### config.mk
export PLATFORM = sky130hd
export DESIGN_NAME = slow_tick_timer
export DESIGN_NICKNAME = d
export VERILOG_FILES = /design/src/rtl/slow_tick_timer.sv
export SDC_FILE = /design/constraint.sdc
export NUM_CORES = 1
export LEC_CHECK = 0
export CORE_ASPECT_RATIO = 1.75
export CORE_MARGIN = 2
export CORE_UTILIZATION = 52
export CTS_CLUSTER_SIZE = 10
export DETAILED_ROUTE_END_ITERATION = 8
export PLACE_DENSITY = 0.84
export SLEW_MARGIN = 20
export SYNTH_ARGS = -nofsm -noshare
export SYNTH_HDL_FRONTEND = slang
export SYNTH_SLANG_ARGS = --single-unit
### constraint.sdc
create_clock -name clk -period 2.69 [get_ports clk]
set_clock_uncertainty 0.2 [all_clocks]
set_input_delay 0.4035 -clock clk [delete_from_list [all_inputs] [get_ports clk]]
set_output_delay 0.4035 -clock clk [all_outputs]
set_load 0.03 [all_outputs]
### src/rtl/slow_tick_timer.sv
// Down-counting tick timer: rising edges of the divided clock are counted against a
// latched period, producing a one-cycle expiry pulse in one-shot or auto-reload mode.
module slow_tick_timer #(
  parameter int W = 8
) (
  input  logic         clk,
  input  logic         rst_n,
  input  logic         clk_div_in_i,
  input  logic         start_i,
  input  logic         stop_i,
  input  logic         periodic_i,
  input  logic [W-1:0] period_i,
  output logic         busy_o,
  output logic         expired_o,
  output logic [W-1:0] count_o
);

  typedef enum logic {
    IDLE = 1'b0,
    RUN  = 1'b1
  } state_e;

  localparam logic [W-1:0] ONE = {{(W-1){1'b0}}, 1'b1};

  state_e       state_q;
  logic         div_q;
  logic [W-1:0] count_q;
  logic [W-1:0] period_l_q;
  logic         periodic_l_q;
  logic         busy_q;
  logic         expired_q;

  logic tick;
  logic load_ok;
  logic last_tick;

  // The divider output is already a clk-domain register, so a single stage suffices.
  assign tick      = clk_div_in_i & ~div_q;
  assign load_ok   = start_i & (period_i != '0);
  assign last_tick = tick & (count_q == ONE);

  always_ff @(posedge clk or negedge rst_n) begin
    if (!rst_n) begin
      state_q      <= IDLE;
      div_q        <= 1'b0;
      count_q      <= '0;
      period_l_q   <= '0;
      periodic_l_q <= 1'b0;
      busy_q       <= 1'b0;
      expired_q    <= 1'b0;
    end else begin
      div_q     <= clk_div_in_i;
      expired_q <= 1'b0;
      case (state_q)
        IDLE: begin
          if (load_ok) begin
            state_q      <= RUN;
            busy_q       <= 1'b1;
            count_q      <= period_i;
            period_l_q   <= period_i;
            periodic_l_q <= periodic_i;
          end
        end
        RUN: begin
          if (stop_i) begin
            state_q <= IDLE;
            busy_q  <= 1'b0;
            count_q <= '0;
          end else if (load_ok) begin
            // Restart swallows any coincident tick so the new interval is full length.
            count_q      <= period_i;
            period_l_q   <= period_i;
            periodic_l_q <= periodic_i;
          end else if (last_tick) begin
            expired_q <= 1'b1;
            if (periodic_l_q) begin
              count_q <= period_l_q;
            end else begin
              state_q <= IDLE;
              busy_q  <= 1'b0;
              count_q <= '0;
            end
          end else if (tick) begin
            count_q <= count_q - ONE;
          end
        end
        default: begin
          state_q <= IDLE;
          busy_q  <= 1'b0;
          count_q <= '0;
        end
      endcase
    end
  end

  assign busy_o    = busy_q;
  assign expired_o = expired_q;
  assign count_o   = count_q;

endmodule
==> results of run 1 <==
[through the flow]
stage | setup WS, ps | util | instances
after floorplan | 572 | - | 131
after global placement | 182 | 0.649 | 180
after detailed placement | 128 | 0.649 | 180
after CTS | 421 | 0.667 | 184
after global routing | 272 | 0.667 | 184
final | 402 | 0.667 | 184
[sequential cells by signal, indices dropped and copies added, names as in the netlist]
name,flops
period_l_q,8
state_q,1
periodic_l_q,1
div_q,1
expired_o,1
busy_o,1
count_o,8
[layer usage]
layer / routed length, µm / GRT usage
met1: 1260 / 0.292
met2: 1800 / 0.421
met4: 49 / 0.104
met3: 146 / 0.0327
met5: 0 / 0
[layout make-up]
cell class | instances | area, µm²
fillers | 205 | 831
multi-input cells | 94 | 738
flip-flops and latches | 21 | 526
repair buffers | 31 | 290
clock buffers | 4 | 45.0
well taps | 26 | 32.5
inverters | 8 | 30.0
[critical path, delay by kind of cell]
kind / cells / cell delay (ps)
and+or+nand+nor: 1 / 590
AOI/OAI and AO/OA: 3 / 760
buffers and inverters: 1 / 470
[how the worst max path moves through the flow]
stage | start | endpoint | slack, ps | depth (start not counted)
detailed placement | period_i[3] | count_o[0] | 130 | 5
floorplan | count_o[1] | count_o[5] | 570 | 6
CTS | period_i[3] | count_o[0] | 420 | 5
global route | period_i[3] | count_o[4] | 270 | 5
global placement | period_i[4] | count_o[0] | 180 | 5
finish | period_i[3] | count_o[0] | 400 | 5
[cell usage in the layout (no fill, tap or decap), types with 2 or more instances in the layout]
cell type	synthesis	routed
a221oi_1	4	4
nor2b_1	2	2
clkdlybuf4s50_1	0	23
nand2b_1	2	2
xor2_1	2	2
mux2_2	7	7
o21ai_0	2	2
nor3_1	3	3
buf_4	0	8
nor4_1	2	2
nor3b_1	2	2
nand2_1	5	5
a211oi_1	3	3
inv_1	7	7
o2111a_1	2	2
a21oi_1	3	3
o31ai_1	2	2
a22oi_1	5	5
ha_1	2	2
clkbuf_8	0	3
or4_4	2	2
nand3_1	12	12
a21o_1	2	2
o311ai_1	5	5
dfrtp_1	21	21
[report_power, final]
group          internal [mW]  switching, mW  total [mW]
combinational          0.180          0.201       0.381
clock                  0.106          0.106       0.211
sequential             0.366         0.0638       0.430
[kinds of logic after synthesis]
kind of cell,Yosys count
simple gates,39
fa+ha+maj,2
compound gates,43
mux,7
xor+xnor,3
flops,21
buf+inv,16
==> summary.md, run 1 <==
| Metric | Value |
|---|---|
| Number of synthesized flops with an enable pin | 0 |
| Row count | 24 |
| Vias in the first global route | 1235 |
| CTS Sinks | 21 |
| Worst-Skew Late Latency | 260 ps |
| Via density | roughly 6.5 |
| Die Y | between 70 and 80 µm |
| Post-synthesis cell type count | 50 |
| Syn avg cell area | 10.3 µm² |
| Yosys top cell by area | dfrtp_1 |
| Type of the worst setup path | input pin to flip-flop |
| Max-slew violations | 0 |
| CTS clk-pin slew, worst paths | 80 ps |
| Post-synthesis compound-gate area fraction | 0.260 |
| Post-CTS Hold Buffers | 0 |
| Setup TNS | 0 ps |
| Remaining global-route overflow | 0 |
| Cells after Synth | between 100 and 150 |
| Routed wire per std cell | approximately 18 µm |
| Dpl cell area | between 0.0015 and 0.002 mm² |
| Fin crit share | 0.851 |
| Data required time of the worst path | 2630 ps |
| Rel. slew slack | 0.735 |
| First-pass GRT wire length | approximately 5700 µm |
| Largest net degree at the start of global routing | 22 |
| DR DRC count | 0 |
| # IOs | 24 |
| CP Capture Type | flip-flop |
| Core area | between 0.002 and 0.0025 mm² |
| Gp weighted congestion | ~0.9 |
| Commonest cells post-synth | 21 x dfrtp_1, 12 x nand3_1, 7 x inv_1, 7 x mux2_2 |
| Largest family of logic cells by synthesized area | compound AO/OA/AOI/OAI gates |
| Arrival @ worst endpoint | 2230 ps |
| Count of final setup violators | 0 |
| Port-buffer cells | 23 |
| Outcome | finished, final reports clean |
| Syn Nets | approximately 150 |
| CP Max Fanout | 11 |
| TritonRoute pass-1 iters | 5 |
| CP max stage cell | or4_4 |
| Worst path cell trace | clkdlybuf4s50_1 -> or4_4 -> o21a_1 -> a221oi_1 -> o311ai_1 |
| Post-Synth Simple-Gate Area | 0.189 |
| Peak VDD IR | around 0.00045 V |
| Ys Warns | 0 |
| Design Area, Final | between 0.0015 and 0.002 mm² |
| Area fraction of the dominant cell type after synthesis | 0.388 |
| Hold WS | around 280 ps |
| Post-synthesis mux area share | 0.0582 |
| Chip width | between 40 and 50 µm |
| Initial core utilization | 0.543 |
| Final WL | 3260 µm |
| CTS tree | done |
| Synth async-reset ratio | 1.00 |
| PostCTS Resize Cnt | 0 |
| Synthesis-to-finish area growth | 22.7% |
| H-tree level count | 1 |
| Root Buffer Master | clkbuf_8 |
| Maximum capacitance violations | 0 |
| Seq/Total Area, Yosys | 0.388 |
| Post-CTS Setup Inserts | 0 |
| RSZ-0062 raised after global routing | false |
| Worst reg-to-reg setup slack | 470 ps |
| CTS Buffer Depth | 2 |
| Largest cells by area after synthesis | dfrtp_1 39%, mux2_2 5.8%, nand3_1 4.4%, buf_6 3.3%, o311ai_1 3.2% |
| Inserted Diodes | 0 |
| Full die area | roughly 0.0030 mm² |
| Crit path time final | between 2000 and 2500 ps |
| Final hold vios | 0 |
| Initial antenna violation count | 0 |
| Max Fclk | between 400 and 500 MHz |
| Total number of vias | roughly 1200 |
| DP HPWL | between 2000 and 3000 µm |
| PwrDens | about 620 mW/mm² |
| Reg-to-reg endpoint | count_o[5] |
| Worst min-delay path category | input pin to asynchronous set/reset pin |
| Final net count | approximately 180 |
| Count leader, synth | dfrtp_1 |
| CTS Buf Count | 3 |
| Xor/xnor cell area share of the yosys netlist | 0.0194 |
| Post-DRT Antenna Nets | 0 |
| Final Power | between 1 and 1.5 mW |
| Worst path max stage delay | around 600 ps |
| Post-synthesis adder-cell area fraction | 0.0185 |
| Global Route Usage Sum | 0.241 |
| Share of layout cells above drive strength 1 | 0.165 |
| Primary FF master, synth | dfrtp_1 |
| Leakage | approximately 0.66 nW |
| Worst setup SP type | input pin |
| FF-to-FF path depth | 6 |
| FF-to-FF Start | count_o[1] |
| Mapped Area | about 0.0014 mm² |
| Initial DRC count | 54 |
| FF+latch count, synth | 21 |
| Slew of the pin with the lowest slew margin | roughly 400 ps |
(Power assumes the default switching activity.)
==> inputs of run 2 (changes only) <==
Settings changed: CORE_UTILIZATION 52 to 54, CTS_BUF_LIST from default to sky130_fd_sc_hd__clkbuf_8, CTS_CLUSTER_SIZE 10 to 28, PLACE_DENSITY 0.84 to 0.87, RECOVER_POWER from default to 100.
==> run 2 against run 1 <==
  * Worst hold slack better by 18 ps
  * Maximum frequency fell by 8.4%
  * Cell count fell by 0.54%
  * Sequential share of layout area rose by 0.48 points
  * Critical path type unchanged
  * Critical endpoint is now count_o[5]
  * Largest cell class unchanged
==> summary.md, run 2 (synthesized netlist as in run 1, its figures left out) <==
| Metric | Value |
|---|---|
| Via density | 7.02 (was 6.48) |
| Met2 Track Usage GR | 0.448 (was 0.421) |
| Most frequent cells in the layout | 21 x dfrtp_1, 12 x nand3_1, 12 x dlygate4sd3_1 (was 23 x clkdlybuf4s50_1, 21 x dfrtp_1, 12 x nand3_1) |
| Share of layout cells above drive strength 1 | 0.134 (was 0.165) |
| CP Capture Type | flip-flop (unchanged) |
| Placed cell count | 179 (was 180) |
| Remaining global-route overflow | 0 (unchanged) |
| Type of the worst setup path | input pin to flip-flop (unchanged) |
| Full die area | 0.00294 mm² (was 0.00304 mm²) |
| Row count | 24 (unchanged) |
| Post-CTS Setup Inserts | 0 (unchanged) |
| Total number of vias | 1284 (was 1192) |
| Fin crit share | 0.929 (was 0.851) |
| Post-CTS Hold Buffers | 0 (unchanged) |
| TritonRoute pass-1 iters | 4 (was 5) |
| Initial antenna violation count | 0 (unchanged) |
| Outcome | finished, final reports clean (unchanged) |
| Port-buffer cells | 23 (unchanged) |
| Commonest non-fill, non-tap cell in the layout | dfrtp_1 (was clkdlybuf4s50_1) |
| Initial DRC count | 70 (was 54) |
| Data required time of the worst path | 2620 ps (was 2630 ps) |
| Busiest grt layer | met2 (unchanged) |
| Count of final setup violators | 0 (unchanged) |
| DP HPWL | 2610 µm (was 2530 µm) |
| Final hold vios | 0 (unchanged) |
| Root Buffer Master | clkbuf_8 (unchanged) |
| Chip width | 41.9 µm (was 42.6 µm) |
| Maximum capacitance violations | 0 (unchanged) |
| Core area | 0.00243 mm² (was 0.00249 mm²) |
| PostCTS Resize Cnt | 0 (unchanged) |
| Die Y | 70.2 µm (was 71.5 µm) |
| Worst path max stage delay | 630 ps (was 590 ps) |
| Post-layout util | 0.673 (was 0.667) |
| Largest net degree at the start of global routing | 22 (unchanged) |
| Setup TNS | 0 ps (unchanged) |
| CTS Sinks | 21 (unchanged) |
| Worst setup margin | 192 ps (was 402 ps) |
| Initial core utilization | 0.557 (was 0.543) |
| Peak VDD IR | 0.000443 V (was 0.000447 V) |
| CTS tree | done (unchanged) |
| Hold WS | 297 ps (was 280 ps) |
| Max-slew violations | 0 (unchanged) |
| CP Max Fanout | 14 (was 11) |
| H-tree level count | 1 (unchanged) |
| Leakage | 0.661 nW (was 0.655 nW) |
| DR DRC count | 0 (unchanged) |
| Worst path cell trace | clkdlybuf4s50_1 -> or4_1 -> o21ai_4 -> a22oi_1 -> o311ai_0 (was clkdlybuf4s50_1 -> or4_4 -> o21a_1 -> a221oi_1 -> o311ai_1) |
| Final net count | 174 (was 175) |
| Crit-path leading delay family | compound AO/OA/AOI/OAI gates (unchanged) |
| RSZ-0062 raised after global routing | false (unchanged) |
| Max Fclk | 400 MHz (was 437 MHz) |
| Worst path bufs/invs | 1 (unchanged) |
| Vias in the first global route | 1273 (was 1235) |
| Global Route Usage Sum | 0.257 (was 0.241) |
| Post-DRT Antenna Nets | 0 (unchanged) |
| # IOs | 24 (unchanged) |
| Global-route track usage on met3 | 0.0284 (was 0.0327) |
| Inserted Diodes | 0 (unchanged) |
| Rel. slew slack | 0.274 (was 0.735) |
| CTS Buffer Depth | 2 (unchanged) |
| Worst min-delay path category | flip-flop to flip-flop (was input pin to asynchronous set/reset pin) |
| First-pass GRT wire length | 5910 µm (was 5690 µm) |
| Synthesis-to-finish area growth | 20.9% (was 22.7%) |
| Worst-Skew Late Latency | 260 ps (about the same) |
| Crit path time final | 2500 ps (was 2290 ps) |
| CP max stage cell | or4_1 (was or4_4) |
| CTS Buf Count | 3 (unchanged) |
| Pre-CTS setup slack | 119 ps (was 128 ps) |
| Slew of the pin with the lowest slew margin | 1090 ps (was 398 ps) |
| Worst setup SP type | input pin (unchanged) |
| CTS clk-pin slew, worst paths | 80 ps (about the same) |
| Met1 Use GR | 0.298 (was 0.292) |
| Gp weighted congestion | 0.932 (was 0.908) |
| Final WL | 3490 µm (was 3260 µm) |
| PwrDens | 614 mW/mm² (was 615 mW/mm²) |
| Layout Cells excl Fill | 183 (was 184) |
| Routed wire per std cell | 19.0 µm (was 17.7 µm) |
| Arrival @ worst endpoint | 2430 ps (was 2230 ps) |
[run 2: changes by cell type in the layout (fill, tap and decap cells not counted), sizes merged]
| cell | delta |
|---|---|
| clkdlybuf4s50 | -12 |
| inv | +1 |
| dlygate4sd3 | +12 |
| clkbuf | +1 |
| buf | -3 |
[run 2: power breakdown]
| group | switching [mW] | total (mW) | internal (mW) |
|---|---|---|---|
| sequential | 0.0644 | 0.430 | 0.366 |
| combinational | 0.208 | 0.370 | 0.162 |
| clock | 0.103 | 0.205 | 0.102 |
[run 2: final timing paths]
check                              start  slack [ps]  cells past startpoint            end
min                        period_l_q[7]         300                      1  period_l_q[7]
max reg2reg                   count_o[1]         340                      6     count_o[5]
max                          period_i[4]         190                      5     count_o[5]
max in group asynchronous          rst_n         980                      2  period_l_q[6]
min in group asynchronous          rst_n         650                      2          div_q
min reg2reg                period_l_q[7]         300                      1  period_l_q[7]
[run 2: worst register-to-register path: cells and delay by family (launching register included)]
family	cells	cell delay, ps
fa+ha+maj	1	200
flops	1	410
simple gates	1	520
buf+inv	1	90
compound gates	3	780
[run 2: final cells by class]
| type | count | area [µm²] |
|---|---|---|
| fillers | 181 | 796 |
| multi-input cells | 94 | 728 |
| flip-flops and latches | 21 | 526 |
| repair buffers | 30 | 275 |
| clock buffers | 3 | 41.3 |
| well taps | 26 | 32.5 |
| inverters | 8 | 30.0 |
| clock inverters | 1 | 3.75 |
[run 2: through the flow]
stage | cell area [µm²] | total power, mW
after floorplan | 1350 | 0.676
after global routing | 1640 | 1.05
after CTS | 1650 | 1.02
after detailed placement | 1610 | 0.813
final | 1640 | 1.01
after global placement | 1610 | 0.797
[run 2: routing by layer]
metal / up-vias / wire length (µm)
li1: 570 / -
met1: 614 / 1260
met2: 76 / 1850
met3: 24 / 190
met4: 0 / 187
met5: - / 0
